<file path="src/rtl/voice_scheduler.sv">
// voice_scheduler: walks the enabled voices once per codec frame, requests one
// sample per voice from the shared synthesis datapath, and mixes the returned
// samples into a saturated 16-bit mono output.
module voice_scheduler #(
  parameter int NUM_VOICES = 4,
  parameter int VOICE_BITS = 2,
  parameter int TIMEOUT    = 255
) (
  input  logic                    clk,
  input  logic                    reset,
  input  logic                    new_frame,
  input  logic [NUM_VOICES-1:0]   voice_enable,
  output logic                    step_req,
  output logic [VOICE_BITS-1:0]   step_voice,
  input  logic                    step_ack,
  input  logic signed [15:0]      step_sample,
  output logic signed [15:0]      sample_out,
  output logic                    new_sample_generated,
  output logic                    busy,
  output logic                    overrun,
  output logic                    timeout
);

  localparam int DATA_W = 16;
  localparam int ACC_W  = DATA_W + VOICE_BITS;
  localparam int IDX_W  = VOICE_BITS + 1;
  localparam int CNT_W  = 8;

  localparam logic [IDX_W-1:0] LAST_IDX = IDX_W'(NUM_VOICES);
  localparam logic [CNT_W-1:0] TO_LAST  = CNT_W'(TIMEOUT - 1);

  localparam logic signed [ACC_W-1:0] ACC_MAX = {{(VOICE_BITS+1){1'b0}}, {(DATA_W-1){1'b1}}};
  localparam logic signed [ACC_W-1:0] ACC_MIN = {{(VOICE_BITS+1){1'b1}}, {(DATA_W-1){1'b0}}};

  typedef enum logic [1:0] {
    S_IDLE = 2'd0,
    S_SCAN = 2'd1,
    S_REQ  = 2'd2,
    S_DONE = 2'd3
  } state_t;

  state_t                    state_q, state_d;
  logic [IDX_W-1:0]          idx_q, idx_d;
  logic [CNT_W-1:0]          wait_cnt_q, wait_cnt_d;
  logic signed [ACC_W-1:0]   acc_q, acc_d;
  logic                      step_req_q, step_req_d;
  logic [VOICE_BITS-1:0]     step_voice_q, step_voice_d;
  logic signed [DATA_W-1:0]  sample_out_q, sample_out_d;
  logic                      nsg_q, nsg_d;
  logic                      overrun_q, overrun_d;
  logic                      timeout_q, timeout_d;

  logic                      scan_last;
  logic                      scan_hit;
  logic                      req_expire;
  logic signed [ACC_W-1:0]   sample_ext;

  // Clamp the wide accumulator into the 16-bit output range.
  function automatic logic signed [DATA_W-1:0] saturate(input logic signed [ACC_W-1:0] v);
    if (v > ACC_MAX) begin
      saturate = {1'b0, {(DATA_W-1){1'b1}}};
    end else if (v < ACC_MIN) begin
      saturate = {1'b1, {(DATA_W-1){1'b0}}};
    end else begin
      saturate = v[DATA_W-1:0];
    end
  endfunction

  // The scan must test idx == NUM_VOICES before looking at the enable bit,
  // since the low index bits wrap to voice 0 at that point.
  assign scan_last  = (idx_q == LAST_IDX);
  assign scan_hit   = voice_enable[idx_q[VOICE_BITS-1:0]];
  assign req_expire = (wait_cnt_q == TO_LAST);
  assign sample_ext = {{VOICE_BITS{step_sample[DATA_W-1]}}, step_sample};

  // State and datapath registers; reset clears everything, outputs included.
  always_ff @(posedge clk) begin
    if (reset) begin
      state_q      <= S_IDLE;
      idx_q        <= '0;
      wait_cnt_q   <= '0;
      acc_q        <= '0;
      step_req_q   <= 1'b0;
      step_voice_q <= '0;
      sample_out_q <= '0;
      nsg_q        <= 1'b0;
      overrun_q    <= 1'b0;
      timeout_q    <= 1'b0;
    end else begin
      state_q      <= state_d;
      idx_q        <= idx_d;
      wait_cnt_q   <= wait_cnt_d;
      acc_q        <= acc_d;
      step_req_q   <= step_req_d;
      step_voice_q <= step_voice_d;
      sample_out_q <= sample_out_d;
      nsg_q        <= nsg_d;
      overrun_q    <= overrun_d;
      timeout_q    <= timeout_d;
    end
  end

  // Next-state logic: one SCAN cycle per voice slot, REQ until ack or expiry.
  always_comb begin
    state_d = state_q;
    case (state_q)
      S_IDLE: if (new_frame) state_d = S_SCAN;
      S_SCAN: begin
        if (scan_last)     state_d = S_DONE;
        else if (scan_hit) state_d = S_REQ;
      end
      S_REQ:  if (step_ack || req_expire) state_d = S_SCAN;
      S_DONE: state_d = S_IDLE;
      default: state_d = S_IDLE;
    endcase
  end

  // Datapath and registered-output updates; ack takes priority over expiry
  // so an ack in the final wait cycle is still accepted.
  always_comb begin
    idx_d        = idx_q;
    wait_cnt_d   = wait_cnt_q;
    acc_d        = acc_q;
    step_req_d   = step_req_q;
    step_voice_d = step_voice_q;
    sample_out_d = sample_out_q;
    nsg_d        = 1'b0;
    timeout_d    = 1'b0;
    overrun_d    = new_frame && (state_q != S_IDLE);
    case (state_q)
      S_IDLE: begin
        if (new_frame) begin
          acc_d = '0;
          idx_d = '0;
        end
      end
      S_SCAN: begin
        if (scan_last) begin
          sample_out_d = saturate(acc_q);
          nsg_d        = 1'b1;
        end else if (scan_hit) begin
          step_voice_d = idx_q[VOICE_BITS-1:0];
          step_req_d   = 1'b1;
          wait_cnt_d   = '0;
        end else begin
          idx_d = idx_q + 1'b1;
        end
      end
      S_REQ: begin
        if (step_ack) begin
          acc_d      = acc_q + sample_ext;
          step_req_d = 1'b0;
          idx_d      = idx_q + 1'b1;
        end else if (req_expire) begin
          timeout_d  = 1'b1;
          step_req_d = 1'b0;
          idx_d      = idx_q + 1'b1;
        end else begin
          wait_cnt_d = wait_cnt_q + 1'b1;
        end
      end
      default: ;
    endcase
  end

  // Output drive: everything registered except busy, decoded from state.
  always_comb begin
    busy                 = (state_q != S_IDLE);
    step_req             = step_req_q;
    step_voice           = step_voice_q;
    sample_out           = sample_out_q;
    new_sample_generated = nsg_q;
    overrun              = overrun_q;
    timeout              = timeout_q;
  end

endmodule

</file>
<file path="config.mk">
export PLATFORM = sky130hd
export DESIGN_NAME = voice_scheduler
export DESIGN_NICKNAME = d
export VERILOG_FILES = /design/src/rtl/voice_scheduler.sv
export SDC_FILE = /design/constraint.sdc
export NUM_CORES = 1
export LEC_CHECK = 0
export CORE_ASPECT_RATIO = 0.8
export CORE_UTILIZATION = 26
export CTS_BUF_LIST = sky130_fd_sc_hd__clkbuf_8
export CTS_CLUSTER_DIAMETER = 200
export DETAILED_ROUTE_END_ITERATION = 7
export GPL_TIMING_DRIVEN = 0
export HOLD_SLACK_MARGIN = 0.02
export PLACE_DENSITY = 0.49
export SYNTH_ARGS = -nofsm -noshare
export SYNTH_HDL_FRONTEND = slang
export SYNTH_SLANG_ARGS = --single-unit
</file>
<file path="constraint.sdc">
create_clock -name clk -period 2.95 [get_ports clk]
set_input_delay 0.4425 -clock clk [delete_from_list [all_inputs] [get_ports clk]]
set_output_delay 0.4425 -clock clk [all_outputs]
set_load 0.03 [all_outputs]
</file>
### Word-level counts from Yosys, hierarchy flattened

Index checks and enable logic that the tools add are counted.

| storage, ports and cells | value |
|---|---|
| bits in registers | 53 |
| output and inout bits | 23 |
| word-level logic and storage cells | 80 |

| cells by class | value |
|---|---|
| add/sub/neg operators | 3 |
| magnitude comparators | 3 |
| equal/unequal tests | 15 |
| mux-type cells | 30 |
| bitwise gates (word level) | 3 |
| reductions and logical operators | 16 |

Operator list:

| operator | number |
|---|---|
| 18-bit two-way mux | 2 |
| 18-bit one-hot mux with 2 select lines | 1 |
| 16-bit two-way mux | 2 |
| 8-bit two-way mux | 4 |
| 18-bit by 16-bit adder with 18-bit output | 1 |
| 18-bit by 16-bit greater-than comparator with 1-bit output, second input constant | 1 |
| 18-bit by 16-bit < comparator with 1-bit output, second input constant | 1 |
| 2-bit inequality test, second input constant | 8 |
| 8-bit one-hot mux with 2 select lines | 1 |
| 3-bit two-way mux | 5 |
| 5-bit AND reduction | 2 |
| 3-bit one-hot mux with 3 select lines | 1 |
| 3-bit AND reduction | 3 |
| 8-bit by 1-bit adder with 8-bit output, second input constant | 1 |
| 8-bit equality test, second input constant | 1 |
| 2-bit two-way mux | 4 |
| 2-bit one-hot mux with 4 select lines | 1 |
| 1-bit two-way mux | 7 |
| 3-bit inequality test, second input constant | 2 |
| 2-bit nonzero test | 3 |
| 2-bit equality test, second input constant | 2 |
| 4-bit AND reduction | 1 |
| 3-bit by 1-bit adder with 3-bit output, second input constant | 1 |
| 3-bit equality test, second input constant | 1 |
| 12 further kinds | 14 |

### Longest topological paths before layout

Gate-level depths: netlist (run 1).

| depth | value |
|---|---|
| depth after elaboration | 5 |
| gate-level depth with buffers | 10 |

### Worst setup path after synthesis (run 1)

OpenSTA, ideal clock, no wires.

| timing path | value |
|---|---|
| path type | in2reg |
| start | input port step_sample[10] |
| end | register acc_q[17] |
| setup time | 122 ps |
| data arrival time | 2548 ps |
| slack | 280 ps |
| cell stages on the path | 8 |
| buffers on the path | 0 |
| cell sequence | ha_1 > a21oi_1 > o21ai_0 > o31a_1 > a311o_1 > a31oi_1 > mux2_2 > a311o_1 |

| on the way | value |
|---|---|
| longest elaborated chain between the ends | 3 |

RTL lines:

| what | line | RTL |
|---|---|---|
| start: declaration | 16 | `input logic signed [15:0] step_sample,` |
| 18-bit by 16-bit adder with 18-bit output | 151 | `acc_d = acc_q + sample_ext;` |
| 18-bit two-way mux | 150 | `if (step_ack) begin` |
| 18-bit one-hot mux with 2 select lines | 130 | `case (state_q)` |
| end signal: assignment | 82 | `acc_q <= '0;` |
| end signal: assignment | 93 | `acc_q <= acc_d;` |
| end: declaration | 45 | `logic signed [ACC_W-1:0] acc_q, acc_d;` |

No other way between the ends. The select of a mux whose other input is x is not followed.
A chain may end at the register's enable or synchronous reset.

### Worst setup path in the final report (run 1)

Ends and elaborated chain as after synthesis.

==> results.toml, run 1 <==
[status]
status = "finished clean"

[yosys]
ys_ff_latch = 53
synth-edff-count = 0
ys_seq_area_share_pct = 34.8
ys.flop_type = "dfxtp_1"
synth_cell_type_count = 54
syn-num-nets = 429
postSynthAreaPerCell_um2 = 8.09
synthCells = 377
async_reset_ff_share_pct = 0
syn_area_um2 = 3050
yosysWarnings = 0

[floorplan]
initial_core_util_pct = 27.4
core-area_um2 = 11100
fp.dieH_um = 98.9
dieWidth_um = 123
io_pins = 47
rows = 34
dieArea_um2 = 12200

[timing]
timing.slew.headroom_pct = 44.5
finalMaxSlewViolations = 0
tightest_slew_ns = 0.828
finalCriticalPeriod_ns = 2.86
rsz0062_at_grt = "false"
hold_viol_final = 0
fin_crit_sh_pct = 97.1
fin_skew_ns = 0.00857
setup_viol = 0
fmax_ghz = 0.349

[global_route]
grt_overflow = 0
grt_pass1_vias = 2439
grt_start_max_net_pins = 19
grt_pass1_wl_um = 12700
grt_use_total_pct = 13.5
antenna_found_initial = 0

[worst_setup_path]
cp_data_required_time_ns = 3.17
crit_slowest_cell = "clkdlybuf4s50_1"
r2r_setup_slack_ns = 0.20
critical_path.cell_chain = "clkdlybuf4s50_1, ha_1, a21oi_2, o21ai_0, o31a_1, a311o_1, a31oi_2, mux2_2, a311o_1"
critPathArrivalTime_ns = 3.08
cp_common_cell = "a311o_1"
endpoint_kind = "register"
crit_type = "primary input to register"
r2r-start = "acc_q[8]$_SDFFE_PP0P_"
reg2reg_to = "acc_q[17]$_SDFFE_PP0P_"
cp-start-kind = "primary input"
cp_slowest_stage_delay_ns = 0.41
critPathMaxFanout = 5
reg2regPathDepth = 9

[final_layout]
fin_nets = 482
drive_above_1_share_pct = 5.57
utilization_pct = 34.3
fin_area_um2 = 3820
n_fill_cell = 1175
diodes = 0
areaGrowthSynthToFinish_pct = 25.3

[power_and_ir_drop]
ir_drop_mv = 0.206
power.leakage_nw = 1.47
powerDensity_nw_per_um2 = 521

[drt]
first_pass_iters = 5
via_per_inst = 4.86
ant_nets = 0
drc = 0
wire_per_inst_um = 13.9
wl_um = 8010
drtIter0Drc = 131
num_vias = 2793

[hold_path]
hold_path.class = "register to register"
hold_start = "sample_out[11]$_SDFFE_PP0P_"
min_to = "sample_out[11]$_SDFFE_PP0P_"
hold_depth = 2

[placement]
placed_cell_area_um2 = 3690
hpwl_um = 6070
place.gp.congestion = 0.784
port_buffers = 46

[clock_network]
cts_resized = 0
holdBufCountCts = 0
htree_levels = 2
cts_root_buffer = "clkbuf_8"
cts_setup_buffers = 0
clk_latency_ns = 0.32
max-clock-path-buffers = 2
cts_tree = "built"
clk_pin_slew_ns = 0.11
clock_sinks = 53
cts_made_buffers = 5

[job]
cap_violations = 0
power by group:
| group | switching, mW | internal [mW] | total [mW] |
|---|---|---|---|
| combinational | 0.378 | 0.257 | 0.635 |
| sequential | 0.0551 | 0.762 | 0.817 |
| clock | 0.279 | 0.260 | 0.539 |
layout by cell type (no fill, tap or decap), types with 7 or more instances in the layout:
cell type | synthesis | final
inv_1 | 16 | 16
a21o_1 | 7 | 7
clkbuf_1 | 11 | 11
xor2_1 | 7 | 7
nor2_1 | 36 | 36
clkdlybuf4s50_1 | 0 | 46
dfxtp_1 | 53 | 53
o21ai_0 | 36 | 36
nand2b_1 | 7 | 7
nor3_1 | 9 | 9
a21oi_1 | 40 | 39
nand3_1 | 8 | 8
nand2_1 | 43 | 43
ha_1 | 27 | 27
through the flow:
stage / worst slack (ns) / std cells / TNS, ns / power (mW) / hold WS, ns
floorplan: 0.280 / 377 / 0 / 1.27 / 0.445
global placement: -0.332 / 567 / -0.662 / 1.47 / 0.442
detailed placement: -0.337 / 567 / -0.639 / 1.47 / 0.447
CTS: 0.0213 / 575 / 0 / 2.02 / 0.466
global route: 0.00523 / 575 / 0 / 2.12 / 0.486
finish: 0.0862 / 575 / 0 / 1.99 / 0.462
cell usage after synthesis, types with 2 or more instances:
master    count  area share (%)
dfxtp_1      53              35
nand2_1      43             5.3
a21oi_1      40             6.6
nor2_1       36             4.4
o21ai_0      36             5.9
ha_1         27              11
inv_1        16             2.0
clkbuf_1     11             1.4
nor3_1        9             1.5
nand3_1       8             1.3
a21o_1        7             1.7
nand2b_1      7             1.4
xor2_1        7             2.0
xnor2_1       6             1.7
o21a_1        5             1.2
nand4_1       4            0.82
nor2b_1       4            0.82
or3_1         4            0.82
a31oi_1       3            0.62
a32oi_1       3            0.86
and3_1        3            0.62
mux2i_1       3            0.98
nor3b_1       3            0.74
a21boi_0      2            0.49
a22oi_1       2            0.49
a311o_1       2            0.66
a32o_1        2            0.66
buf_2         2            0.33
o211ai_1      2            0.49
o31a_1        2            0.57
o31ai_1       2            0.49
layer usage:
| metal | routed length [um] | global-route usage (%) |
|---|---|---|
| met2 | 3130 | 17.6 |
| met3 | 392 | 2.72 |
| met5 | 0 | 0 |
| met4 | 69 | 3.89 |
| met1 | 4420 | 21.5 |
area by class of cell:
cell class	count	area [um^2]	area share, %
sequential	53	1060	27.8
tap	144	180	4.71
timing repair buffer	46	460	12.0
clock inverter	3	47.5	1.24
inverter	16	60.1	1.57
clock buffer	5	68.8	1.80
buffer	14	55.1	1.44
multi-input combinational	294	1890	49.4
worst max path at each step:
stage | endpoint | cells after the start | slack (ns) | from
4_1_cts | acc_q[17]$_SDFFE_PP0P_ | 9 | 0.02 | step_sample[10]
2_1_floorplan | acc_q[17]$_SDFFE_PP0P_ | 8 | 0.28 | step_sample[10]
6_report | acc_q[17]$_SDFFE_PP0P_ | 9 | 0.09 | step_sample[10]
5_1_grt | acc_q[17]$_SDFFE_PP0P_ | 10 | 0.005 | step_sample[8]
3_5_place_dp | acc_q[17]$_SDFFE_PP0P_ | 9 | -0.34 | step_sample[10]
3_3_place_gp | acc_q[17]$_SDFFE_PP0P_ | 9 | -0.33 | step_sample[10]
sequential cells by signal (all words and copies together), names as in the netlist:
| signal | count |
|---|---|
| acc_q | 18 |
| sample_out | 16 |
| wait_cnt_q | 8 |
| idx_q | 3 |
| state_q | 2 |
| step_voice | 2 |
| new_sample_generated | 1 |
| overrun | 1 |
| step_req | 1 |
| timeout | 1 |
kinds of logic after synthesis:
family | synth area share (%)
DFF | 34.8
and+or+nand+nor | 20.8
buffers and inverters | 3.77
xor gates and xnor gates | 3.73
adders and majority gates | 11.7
muxes | 2.09
AOI/OAI and AO/OA | 23.1
critical path: cells and delay by family:
kind	cells	cell delay, ns
compound gates	6	1.49
buf+inv	1	0.41
fa+ha+maj	1	0.39
mux	1	0.35
No activity file was read; power rests on OpenSTA's default activity.
==> inputs of run 2 (changes only) <==
--- a/config.mk
+++ b/config.mk
@@ -5,6 +5,7 @@
 export SDC_FILE = /design/constraint.sdc
 export NUM_CORES = 1
 export LEC_CHECK = 0
+export CAP_MARGIN = 20
 export CORE_ASPECT_RATIO = 0.8
 export CORE_UTILIZATION = 26
 export CTS_BUF_LIST = sky130_fd_sc_hd__clkbuf_8
==> results of run 2 <==
The final DEF is identical to that of run 1; final timing and power are the same.
==> inputs of run 3 (changes only) <==
--- a/config.mk
+++ b/config.mk
@@ -6,7 +6,6 @@
 export NUM_CORES = 1
 export LEC_CHECK = 0
 export CAP_MARGIN = 20
-export CORE_ASPECT_RATIO = 0.8
 export CORE_UTILIZATION = 26
 export CTS_BUF_LIST = sky130_fd_sc_hd__clkbuf_8
 export CTS_CLUSTER_DIAMETER = 200
==> constraint.sdc (replaced) <==
create_clock -name clk -period 2.95 [get_ports clk]
set_input_delay 0.4425 -clock clk [delete_from_list [all_inputs] [get_ports clk]]
set_output_delay 0.4425 -clock clk [all_outputs]
set_load 0.1 [all_outputs]
==> run 3 against run 2 <==
  * Via count shrank 1.3%
  * Hold slack lost 0.0016 ns
  * Global-route usage grew 0.066 points
  * Final cell count did not move
  * Sequential power about the same
  * Setup slack got worse by 0.0058 ns
  * Routed wire length fell by 3.0%
  * Power barely moved
  * Critical endpoint unchanged
  * Largest cell class unchanged
  * Largest power group unchanged
==> results.toml, run 3 (same netlist as run 1, synthesis figures left out) <==
[status]
status = "finished clean"

[floorplan]
initial_core_util_pct = 26.7
dieArea_um2 = 12200
rows = 39
fp.dieH_um = 110
core-area_um2 = 11400
io_pins = 47
dieWidth_um = 110

[worst_setup_path]
r2r-start = "state_q[0]$_SDFFE_PP0P_"
endpoint_kind = "register"
crit_type = "primary input to register"
r2r_setup_slack_ns = 0.21
cp-start-kind = "primary input"
critPathArrivalTime_ns = 3.07
startpoint = "step_sample[6]"
critPathMaxFanout = 8
reg2regPathDepth = 8
reg2reg_to = "acc_q[17]$_SDFFE_PP0P_"
cp_data_required_time_ns = 3.15

[clock_network]
cts_made_buffers = 5
cts_tree = "built"
clock_sinks = 53
holdBufCountCts = 0
max-clock-path-buffers = 2
clk_latency_ns = 0.32
clk_pin_slew_ns = 0.11
cts_root_buffer = "clkbuf_8"
htree_levels = 2

[timing]
finalMaxSlewViolations = 0
fin_setup_tns_ns = 0
finalCriticalPeriod_ns = 2.87
tightest_slew_ns = 0.973
timing.slew.headroom_pct = 34.9
fmax_ghz = 0.348
hold_viol_final = 0
fin_skew_ns = 0.0143
setup_ws_ns = 0.0804
fin_crit_sh_pct = 97.3
setup_viol = 0
rsz0062_at_grt = "true"

[placement]
port_buffers = 46
dpl.cell_count = 566
place.gp.congestion = 0.765
hpwl_um = 5870
detailedPlace.worstSlack_ns = -0.367

[drt]
wire_per_inst_um = 13.5
drtIter0Drc = 86
wl_um = 7770
via_per_inst = 4.79
first_pass_iters = 4
num_vias = 2757
drc = 0
ant_nets = 0

[global_route]
antenna_found_initial = 0
grt_start_max_net_pins = 19
grt_overflow = 0
grt_use_total_pct = 13.6
grt_pass1_vias = 2627
grt_pass1_wl_um = 12800

[hold_path]
hold_depth = 2
min_to = "sample_out[12]$_SDFFE_PP0P_"
hold_start = "sample_out[12]$_SDFFE_PP0P_"
hold_path.class = "register to register"

[final_layout]
drive_above_1_share_pct = 6.48
diodes = 0
stdcell_count = 575
utilization_pct = 33.5
layout_commonest_cell = "dfxtp_1"
largest_reg_flops = 18
largest-register = "acc_q"
areaGrowthSynthToFinish_pct = 25.3
layout_common_cells = "dfxtp_1, clkdlybuf4s50_1, nand2_1"
fin_nets = 483

[power_and_ir_drop]
ir_drop_mv = 0.427
powerDensity_nw_per_um2 = 521
power.leakage_nw = 1.46

[job]
cap_violations = 0
[run 3: layout make-up]
cell class	instances	area [um^2]
Fill cell	1246	7600
Clock buffer	5	68.8
Inverter	16	60.1
Buffer	14	55.1
Multi-Input combinational cell	294	1910
Timing Repair Buffer	47	468
Tap cell	143	179
Clock inverter	3	25.0
Sequential cell	53	1060
[run 3: power by group]
| part | internal, mW | switching (mW) |
|---|---|---|
| clock network | 0.172 | 0.276 |
| logic | 0.259 | 0.472 |
| registers | 0.762 | 0.0531 |
| total | 1.19 | 0.800 |
[run 3: per-layer routing]
metal / up-vias / wire length (um) / global-route usage [%]
met3: 7 / 230 / 2.12
met1: 1257 / 4100 / 19.4
met5: - / 0 / 0
li1: 1448 / - / -
met4: 0 / 81 / 3.76
met2: 45 / 3360 / 21.0
[run 3: repair_timing]
action                     CTS  global route
setup buffers                0             1
hold endpoints to repair     0             0
resized for setup            1             7
setup endpoints to repair    1             2
pin swaps                    0             3
[run 3: worst max-delay path by stage]
stage / cells past startpoint / end / slack [ns]
2_1_floorplan: 8 / acc_q[17]$_SDFFE_PP0P_ / 0.28
3_3_place_gp: 9 / acc_q[17]$_SDFFE_PP0P_ / -0.34
3_5_place_dp: 9 / acc_q[17]$_SDFFE_PP0P_ / -0.37
4_1_cts: 9 / acc_q[17]$_SDFFE_PP0P_ / 0.02
5_1_grt: 8 / acc_q[17]$_SDFFE_PP0P_ / -0.02
6_report: 9 / acc_q[17]$_SDFFE_PP0P_ / 0.08
[run 3: through the flow]
stage          hold slack (ns)  total power, mW  instance area, um^2
3_5_place_dp             0.447             1.55                 3690
4_1_cts                  0.464             2.01                 3790
6_report                 0.460             1.99                 3820
3_3_place_gp             0.441             1.55                 3690
5_1_grt                  0.486             2.12                 3820
2_1_floorplan            0.445             1.36                 3050
[run 3: worst max-delay path, stage by stage]
cell	delay [ns]
clkdlybuf4s50_1	0.51
ha_2	0.33
a21oi_1	0.18
nor3_1	0.07
o31a_1	0.29
a311o_1	0.36
a31oi_4	0.21
mux2_2	0.35
a311o_1	0.32
